## src/rtl/dsp_pkg.sv

```systemverilog
// Shared types and constants for the DSP48A1-style MAC control path.
package dsp_pkg;

    typedef struct packed {
        logic first;
        logic last;
    } mac_tag_t;

    typedef enum logic {
        GRP_IDLE = 1'b0,
        GRP_OPEN = 1'b1
    } grp_state_t;

    localparam logic Z_ZERO = 1'b0;
    localparam logic Z_PFB  = 1'b1;

    function automatic int mac_latency(input int abreg, input int mreg);
        return abreg + mreg + 1;
    endfunction

endpackage

```

## src/rtl/dsp_mac_seq_if.sv

```systemverilog
// Handshake and datapath-control bundle between dsp_mac_seq and its neighbours.
interface dsp_mac_seq_if;

    logic        in_valid;
    logic        in_last;
    logic        in_ready;
    logic        ce_ab;
    logic        ce_m;
    logic        ce_p;
    logic        z_sel;
    logic        out_valid;
    logic        out_ready;
    logic [15:0] grp_count;
    logic        busy;

    modport master (
        output in_valid, in_last, out_ready,
        input  in_ready, ce_ab, ce_m, ce_p, z_sel, out_valid, grp_count, busy
    );

    modport slave (
        input  in_valid, in_last, out_ready,
        output in_ready, ce_ab, ce_m, ce_p, z_sel, out_valid, grp_count, busy
    );

endinterface

```

## src/rtl/dsp_stage_tag.sv

```systemverilog
// Occupancy tracker for one optional datapath register stage: valid bit plus {first,last} tag.
module dsp_stage_tag
    import dsp_pkg::*;
#(
    parameter bit REG = 1'b1
) (
    input  logic     CLK,
    input  logic     RST,
    input  logic     en,
    input  logic     in_v,
    input  mac_tag_t in_tag,
    output logic     out_v,
    output mac_tag_t out_tag
);

    if (REG) begin : g_reg
        // NOTE: state registers use non-blocking assignments so every stage samples pre-edge values.
        always_ff @(posedge CLK or posedge RST) begin
            if (RST) begin
                out_v   <= 1'b0;
                out_tag <= '0;
            end else if (en) begin
                out_v   <= in_v;
                out_tag <= in_tag;
            end
        end
    end else begin : g_byp
        logic unused_byp;
        assign unused_byp = ^{CLK, RST, en};
        assign out_v      = in_v;
        assign out_tag    = in_tag;
    end

endmodule

```

## src/rtl/dsp_mac_seq.sv

```systemverilog
// Control sequencer for the A/B -> M -> P multiply-accumulate pipeline: drives stage
// enables and the Z-mux select, and hands completed accumulation results downstream.
module dsp_mac_seq
    import dsp_pkg::*;
#(
    parameter int ABREG = 1,
    parameter int MREG  = 1
) (
    input logic          CLK,
    input logic          RST,
    dsp_mac_seq_if.slave bus
);

    grp_state_t  grp_state;
    grp_state_t  grp_next;
    logic        advance;
    logic        accept;
    logic        ab_in_v;
    logic        ab_out_v;
    logic        m_out_v;
    mac_tag_t    ab_in_tag;
    mac_tag_t    ab_out_tag;
    mac_tag_t    m_out_tag;
    logic        v_p;
    logic        l_p;
    logic [15:0] grp_count_q;

    // A pending result that downstream is not taking freezes the whole pipeline.
    assign advance = !(bus.out_valid && !bus.out_ready);
    assign accept  = bus.in_valid && advance;

    always_ff @(posedge CLK or posedge RST) begin
        if (RST) grp_state <= GRP_IDLE;
        else     grp_state <= grp_next;
    end

    always_comb begin
        // NOTE: default first so every path assigns grp_next and no latch is inferred.
        grp_next = grp_state;
        if (accept) grp_next = bus.in_last ? GRP_IDLE : GRP_OPEN;
    end

    // Tags are zero whenever the slot is empty, so an idle P input reads as "not first".
    always_comb begin
        ab_in_v   = bus.in_valid;
        ab_in_tag = '0;
        if (bus.in_valid) begin
            ab_in_tag.first = (grp_state == GRP_IDLE);
            ab_in_tag.last  = bus.in_last;
        end
    end

    dsp_stage_tag #(.REG(ABREG != 0)) u_stage_ab (
        .CLK     (CLK),
        .RST     (RST),
        .en      (advance),
        .in_v    (ab_in_v),
        .in_tag  (ab_in_tag),
        .out_v   (ab_out_v),
        .out_tag (ab_out_tag)
    );

    dsp_stage_tag #(.REG(MREG != 0)) u_stage_m (
        .CLK     (CLK),
        .RST     (RST),
        .en      (advance),
        .in_v    (ab_out_v),
        .in_tag  (ab_out_tag),
        .out_v   (m_out_v),
        .out_tag (m_out_tag)
    );

    always_ff @(posedge CLK or posedge RST) begin
        if (RST) begin
            v_p <= 1'b0;
            l_p <= 1'b0;
        end else if (advance) begin
            v_p <= m_out_v;
            l_p <= m_out_tag.last;
        end
    end

    always_ff @(posedge CLK or posedge RST) begin
        if (RST)                                grp_count_q <= 16'h0000;
        else if (bus.out_valid && bus.out_ready) grp_count_q <= grp_count_q + 16'd1;
    end

    assign bus.in_ready  = advance;
    assign bus.ce_ab     = (ABREG != 0) && advance && ab_in_v;
    assign bus.ce_m      = (MREG != 0) && advance && ab_out_v;
    assign bus.ce_p      = advance && m_out_v;
    assign bus.z_sel     = m_out_tag.first ? Z_ZERO : Z_PFB;
    assign bus.out_valid = v_p && l_p;
    assign bus.grp_count = grp_count_q;
    assign bus.busy      = ((ABREG != 0) && ab_out_v) || ((MREG != 0) && m_out_v) ||
                           v_p || (grp_state == GRP_OPEN);

endmodule

```

## src/flat_wrapper.sv

```systemverilog
// flat-port wrapper written by rule: the top's interface ports become plain ports
module dsp_mac_seq_flat import dsp_pkg::*;
#(
    parameter int ABREG = 1,
    parameter int MREG  = 1
)
  (CLK, RST, bus_in_valid, bus_in_last, bus_out_ready, bus_in_ready, bus_ce_ab, bus_ce_m, bus_ce_p, bus_z_sel, bus_out_valid, bus_grp_count, bus_busy);
  dsp_mac_seq_if bus_i ();
  input logic CLK;
  input logic RST;
  input wire logic [$bits(bus_i.in_valid)-1:0] bus_in_valid;
  input wire logic [$bits(bus_i.in_last)-1:0] bus_in_last;
  input wire logic [$bits(bus_i.out_ready)-1:0] bus_out_ready;
  output wire logic [$bits(bus_i.in_ready)-1:0] bus_in_ready;
  output wire logic [$bits(bus_i.ce_ab)-1:0] bus_ce_ab;
  output wire logic [$bits(bus_i.ce_m)-1:0] bus_ce_m;
  output wire logic [$bits(bus_i.ce_p)-1:0] bus_ce_p;
  output wire logic [$bits(bus_i.z_sel)-1:0] bus_z_sel;
  output wire logic [$bits(bus_i.out_valid)-1:0] bus_out_valid;
  output wire logic [$bits(bus_i.grp_count)-1:0] bus_grp_count;
  output wire logic [$bits(bus_i.busy)-1:0] bus_busy;
  assign bus_i.in_valid = bus_in_valid;
  assign bus_i.in_last = bus_in_last;
  assign bus_i.out_ready = bus_out_ready;
  assign bus_in_ready = bus_i.in_ready;
  assign bus_ce_ab = bus_i.ce_ab;
  assign bus_ce_m = bus_i.ce_m;
  assign bus_ce_p = bus_i.ce_p;
  assign bus_z_sel = bus_i.z_sel;
  assign bus_out_valid = bus_i.out_valid;
  assign bus_grp_count = bus_i.grp_count;
  assign bus_busy = bus_i.busy;
  dsp_mac_seq #(.ABREG(ABREG), .MREG(MREG)) u_core (.CLK(CLK), .RST(RST), .bus(bus_i));
endmodule
```

## config.mk

```make
export PLATFORM = sky130hd
export DESIGN_NAME = dsp_mac_seq_flat
export DESIGN_NICKNAME = d
export VERILOG_FILES = /design/src/rtl/dsp_pkg.sv /design/src/rtl/dsp_mac_seq_if.sv /design/src/rtl/dsp_stage_tag.sv /design/src/rtl/dsp_mac_seq.sv /design/src/flat_wrapper.sv
export SDC_FILE = /design/constraint.sdc
export NUM_CORES = 1
export LEC_CHECK = 0
export ABC_AREA = 1
export ABC_CLOCK_PERIOD_IN_PS = 1300
export CAP_MARGIN = 30
export CORE_ASPECT_RATIO = 1.25
export CORE_UTILIZATION = 44
export CTS_CLUSTER_DIAMETER = 80
export DETAILED_ROUTE_END_ITERATION = 7
export PLACE_DENSITY = 0.71
export SLEW_MARGIN = 40
export SYNTH_ARGS = -nofsm -noshare
export SYNTH_HDL_FRONTEND = slang
export SYNTH_HIERARCHICAL = 1
export SYNTH_SLANG_ARGS = --single-unit
```

## constraint.sdc

```tcl
create_clock -name CLK -period 1.3 [get_ports CLK]
set_clock_uncertainty 0.15 [all_clocks]
set_input_delay 0.195 -clock CLK [delete_from_list [all_inputs] [get_ports CLK]]
set_output_delay 0.195 -clock CLK [all_outputs]
set_load 0.05 [all_outputs]
```

-- Word level (Yosys, flattened, before mapping)
Index checks and enable logic that the tools add are counted.
- register bits: 25
- word-level logic and storage cells: 26
- input port bits: 5
- add/subtract/negate cells: 1
- mux-type cells: 3
- bitwise operators: 1
- reductions and logical operators: 11
- operators with widths (kind ; count):
    16-bit by 1-bit adder with 16-bit output, second input constant ; 1
    1-bit logical AND ; 6
    1-bit logical OR ; 3
    1-bit logical NOT ; 2
    1-bit two-way mux ; 2
    2-bit two-way mux ; 1
    1-bit inverter ; 1

-- Longest topological paths before layout
- depth in word-level cells: 4
- gate-level depth with buffers: 9
- gate-level depth less buffers: 9

-- Hierarchy
The synthesis kept the hierarchy.
- modules (own cells, without submodules) (module ; cells an instance ; area an instance (sq um) ; seq. area each (sq um) ; instances):
    dsp_mac_seq ; 125 ; 1041.0 ; 475.5 ; 1
    dsp_stage_tag ; 14 ; 116.4 ; 75.1 ; 2

-- Worst setup path after synthesis
Ideal clock, no wire load.
- kind: flip-flop to output port
- start point: register u_core.v_p
- end point: output port bus_ce_m
- data arrival time: 2.162 ns
- stages on the path, launching flop included: 6
- setup slack: -1.207 ns
- path buffers: 0
- cells stage by stage: dfrtp_1 -> nand2_2 -> inv_1 -> nand2_1 -> inv_1 -> nor2_1
- word-level cells in the longest chain between the ends: 4
- RTL lines (element ; line ; source):
    start: declaration ; dsp_mac_seq.sv:24 ; logic v_p;
    start signal: assignment ; dsp_mac_seq.sv:78 ; v_p <= m_out_v;
    1-bit logical AND ; dsp_mac_seq.sv:93 ; assign bus.out_valid = v_p && l_p;
    net bus_out_valid ; flat_wrapper.sv:19 ; output wire logic [$bits(bus_i.out_valid)-1:0] bus_out_valid;
    1-bit logical AND ; dsp_mac_seq.sv:29 ; assign advance = !(bus.out_valid && !bus.out_ready);
    1-bit logical NOT ; dsp_mac_seq.sv:29 ;
    net bus_in_ready ; flat_wrapper.sv:14 ; output wire logic [$bits(bus_i.in_ready)-1:0] bus_in_ready;
    1-bit logical AND ; dsp_mac_seq.sv:90 ; assign bus.ce_m = (MREG != 0) && advance && ab_out_v;
    end: declaration ; flat_wrapper.sv:16 ; output wire logic [$bits(bus_i.ce_m)-1:0] bus_ce_m;
The timed path passes the listed nets, and every way through them passes these cells.

-- Worst setup path in the final report
- start point: register u_core.v_p
- end point: output port bus_ce_m
- word-level cells in the longest chain between the ends: 4
- RTL lines (element ; line):
    1-bit logical AND ; dsp_mac_seq.sv:93
    1-bit logical AND ; dsp_mac_seq.sv:29
    1-bit logical NOT ; dsp_mac_seq.sv:29
    1-bit logical AND ; dsp_mac_seq.sv:90
No other way between the ends.

==> flow_metrics.env <==
export IMPL_routed_wl_mm=6.53
export IMPL_drv_slew=0
export IMPL_ir_worst_vdd_mv=1.94
export IMPL_drc=0
export IMPL_required_ps=950
export IMPL_grt_overflow_total=0
export IMPL_p_leak_nw=1.29
export IMPL_violations="setup timing"
export IMPL_wl_per_cell_um=23.6
export IMPL_vias=1593
export IMPL_clkPwrFrac=0.125
export IMPL_cp_max_fo=4
export IMPL_wl_met2_mm=3.34
export IMPL_die_y_um=62.2
export IMPL_rsz0062_at_grt="yes"
export IMPL_synth_area_sq_um=1270
export IMPL_synth_simple_area_share=0.353
export IMPL_core_area_sq_um=2710
export IMPL_syn_area_per_cell_sq_um=8.32
export IMPL_start_util=0.471
export IMPL_stdcell_count=276
export IMPL_critPathKind="flop to output port"
export IMPL_critical_path_top_delay_family="flip-flops"
export IMPL_grt_pass1_wl_mm=7.46
export IMPL_grt_pass1_vias=1535
export IMPL_ys_seq_area_frac=0.491
export IMPL_synth_area_mux_share=0
export IMPL_drt_pass1_iter_count=4
export IMPL_avgViaCountPerCell=5.77
export IMPL_ys_ff_latch=25
export IMPL_critPathCaptureType="output port"
export IMPL_num_rows=21
export IMPL_ys_types=21
export IMPL_ys_warn_count=6
export IMPL_worstSetupStartpoint="u_core/v_p"
export IMPL_die_x_um=50.1
export IMPL_p_sw_frac=0.401
export IMPL_track_usage=0.328
export IMPL_antenna_found_initial=0
export IMPL_ioPinCount=28
export IMPL_cts_sink_count=25
export IMPL_switchingPower_mw=1.29
export IMPL_die_area_sq_um=3120
export IMPL_drt_iter0_markers=105
export IMPL_clk_path_buf_depth=2
export IMPL_ant_nets=0
export IMPL_crit_buf_inv=3
export IMPL_timing_fmax_mhz=561
export IMPL_synth_top_family_by_area="simple AND/OR/NAND/NOR gates"
export IMPL_diodes=0
export IMPL_num_nets_final=249
export IMPL_drv_cap=0
export IMPL_clk_pin_slew_ps=140
export IMPL_hold_class="primary input to flop"
export IMPL_crit_slowest_cell="dfrtp_1"
export IMPL_final_common_cell="nand2_1"
export IMPL_cts_tree="yes"
export IMPL_synth_xor_area_share=0.0688
export IMPL_drive_gt1_frac=0.599
export IMPL_area_growth_pct=103
export IMPL_cts_buffers=3
export IMPL_p_seq_frac=0.305
export IMPL_period_needed_ps=1780
export IMPL_dr_wl_met3_um=543
export IMPL_ctsHtreeMaxLevel=1
export IMPL_dp_hpwl_mm=2.47
export IMPL_grt_max_degree=20
export IMPL_synth_net_count=159
export IMPL_combPwrFrac=0.571
export IMPL_report_final_hold_viol_count=0
export IMPL_powerDensity_nw_per_um2=1250
export IMPL_arrival_ps=1440
export IMPL_critPathMaxStageDelay_ps=430
export IMPL_m1WireLength_mm=2.10
export IMPL_placed_cells=238
export IMPL_route_top_layer_used="met4"
export IMPL_gp_congestion=0.773
export IMPL_worst_pin_slew_ps=354
export IMPL_portBuffers=27
export IMPL_clock_root_buffer="clkbuf_4"
export IMPL_setup_violations=47
export IMPL_crit_chain="nand2_2 -> clkinvlp_4 -> nand2_8 -> inv_6 -> nor2_4 -> buf_12"
export IMPL_start_kind="flop"
export IMPL_layout_setup_ws_ps=-482
export IMPL_min_from="bus_in_last"
export IMPL_synthCells=153
export IMPL_post_route_period_util=1.37
export IMPL_synthAdderAreaFrac=0.00982
export IMPL_timing_rr_start="u_core/v_p"
export IMPL_internal_power_mw=1.93
export IMPL_clock_latency_ps=360
export IMPL_synth_compound_area_frac=0.00393
export IMPL_relSlewSlack=0.763
export IMPL_status="finished, violations left"
export IMPL_layout_common_cells="42 x nand2_1, 32 x buf_4, 24 x buf_12, 24 x buf_6, 15 x inv_1"
export IMPL_power_mw=3.23
kinds of logic after synthesis:
group | Yosys count
XOR/XNOR | 10
AND/OR/NAND/NOR | 91
AO/OA/AOI/OAI | 1
adder cells (fa/ha/maj) | 1
buffers and inverters | 25
flip-flops | 25
per-layer routing:
metal  vias up  GRT usage
li1        639          -
met1       762      0.355
met2       136      0.617
met3        56     0.0368
met4         0      0.136
met5         -          0
power groups by stage:
| stage | Clock, mW | Combinational (mW) | Sequential [mW] |
|---|---|---|---|
| 2_1_floorplan | 0 | 0.336 | 1.22 |
| 3_3_place_gp | 0 | 1.20 | 0.996 |
| 3_5_place_dp | 0 | 1.22 | 1.00 |
| 4_1_cts | 0.387 | 1.60 | 0.962 |
| 5_1_grt | 0.446 | 1.87 | 0.989 |
| 6_report | 0.402 | 1.84 | 0.983 |
sequential cells by signal, summed over array words and instances (netlist names):
| register | count |
|---|---|
| u_core/u_stage_ab/out_tag | 2 |
| u_core/grp_state | 1 |
| u_core/u_stage_m/out_tag | 2 |
| u_core/bus.grp_count | 16 |
| u_core/l_p | 1 |
| u_core/u_stage_ab/out_v | 1 |
| u_core/v_p | 1 |
| u_core/u_stage_m/out_v | 1 |
synthesized netlist by cell type:
master,instances,area share
nand2_1,52,0.15
dfrtp_1,25,0.49
inv_1,20,0.059
nor2_1,11,0.032
xor2_1,8,0.055
nand3_1,6,0.024
inv_2,5,0.015
nand2_2,5,0.025
nand4_1,3,0.015
nor2_2,3,0.015
nor2_4,3,0.027
nand3b_1,2,0.012
xnor2_1,2,0.014
ha_1,1,0.0098
nand3_2,1,0.0079
nand3_4,1,0.014
nor3_1,1,0.0039
nor3_2,1,0.0079
nor3_4,1,0.013
o21ai_0,1,0.0039
or2_1,1,0.0049
cell type report:
| cell class | count | area (sq um) |
|---|---|---|
| fillers | 68 | 116 |
| inverters | 25 | 111 |
| multi-input cells | 103 | 722 |
| flip-flops and latches | 25 | 643 |
| clock buffers | 3 | 22.5 |
| well taps | 34 | 42.5 |
| repair buffers | 85 | 1040 |
| clock inverters | 1 | 7.51 |
worst register-to-register path: stages, from the launching register on:
cell and delay (ps):
dfrtp_1 410, nand2_2 90, buf_4 140, buf_6 110, nor2_4 130, nand2_2 80, nor2_4 190, nand2_1 90
nand2_1 70, nand2_1 60
timing repair:
| action | 4_1_cts | 5_1_grt |
|---|---|---|
| gates resized for setup | 35 | 15 |
| endpoints found under the setup margin | 40 | 45 |
| pin swaps | 21 | 13 |
| setup buffers | 26 | 8 |
| hold buffers | 1 | 0 |
| hold endpoints to repair | 6 | 0 |
final timing paths:
path                                                    end  slack [ps]  depth (start not counted)
worst min-delay path                       u_core/grp_state         270                          2
worst max register to register     u_core/bus.grp_count[13]        -310                          9
worst min register to register  u_core/u_stage_m/out_tag[0]         390                          2
min in group asynchronous            u_core/u_stage_m/out_v         520                          3
max in group asynchronous           u_core/bus.grp_count[4]         130                          4
worst max-delay path                               bus_ce_m        -480                          6
through the flow:
stage          hold slack [ps]  utilization  cell area (sq um)  TNS (ps)  setup WS [ps]
2_1_floorplan             -201            -               1380     -4900           -501
3_3_place_gp               292        0.781               2110     -6720           -319
3_5_place_dp               305        0.781               2110     -7650           -390
4_1_cts                    261        0.914               2470     -4340           -439
5_1_grt                    265        0.957               2590     -9960           -533
6_report                   269        0.957               2590     -8090           -482
Note: power is estimated with default switching activity, not from simulation.
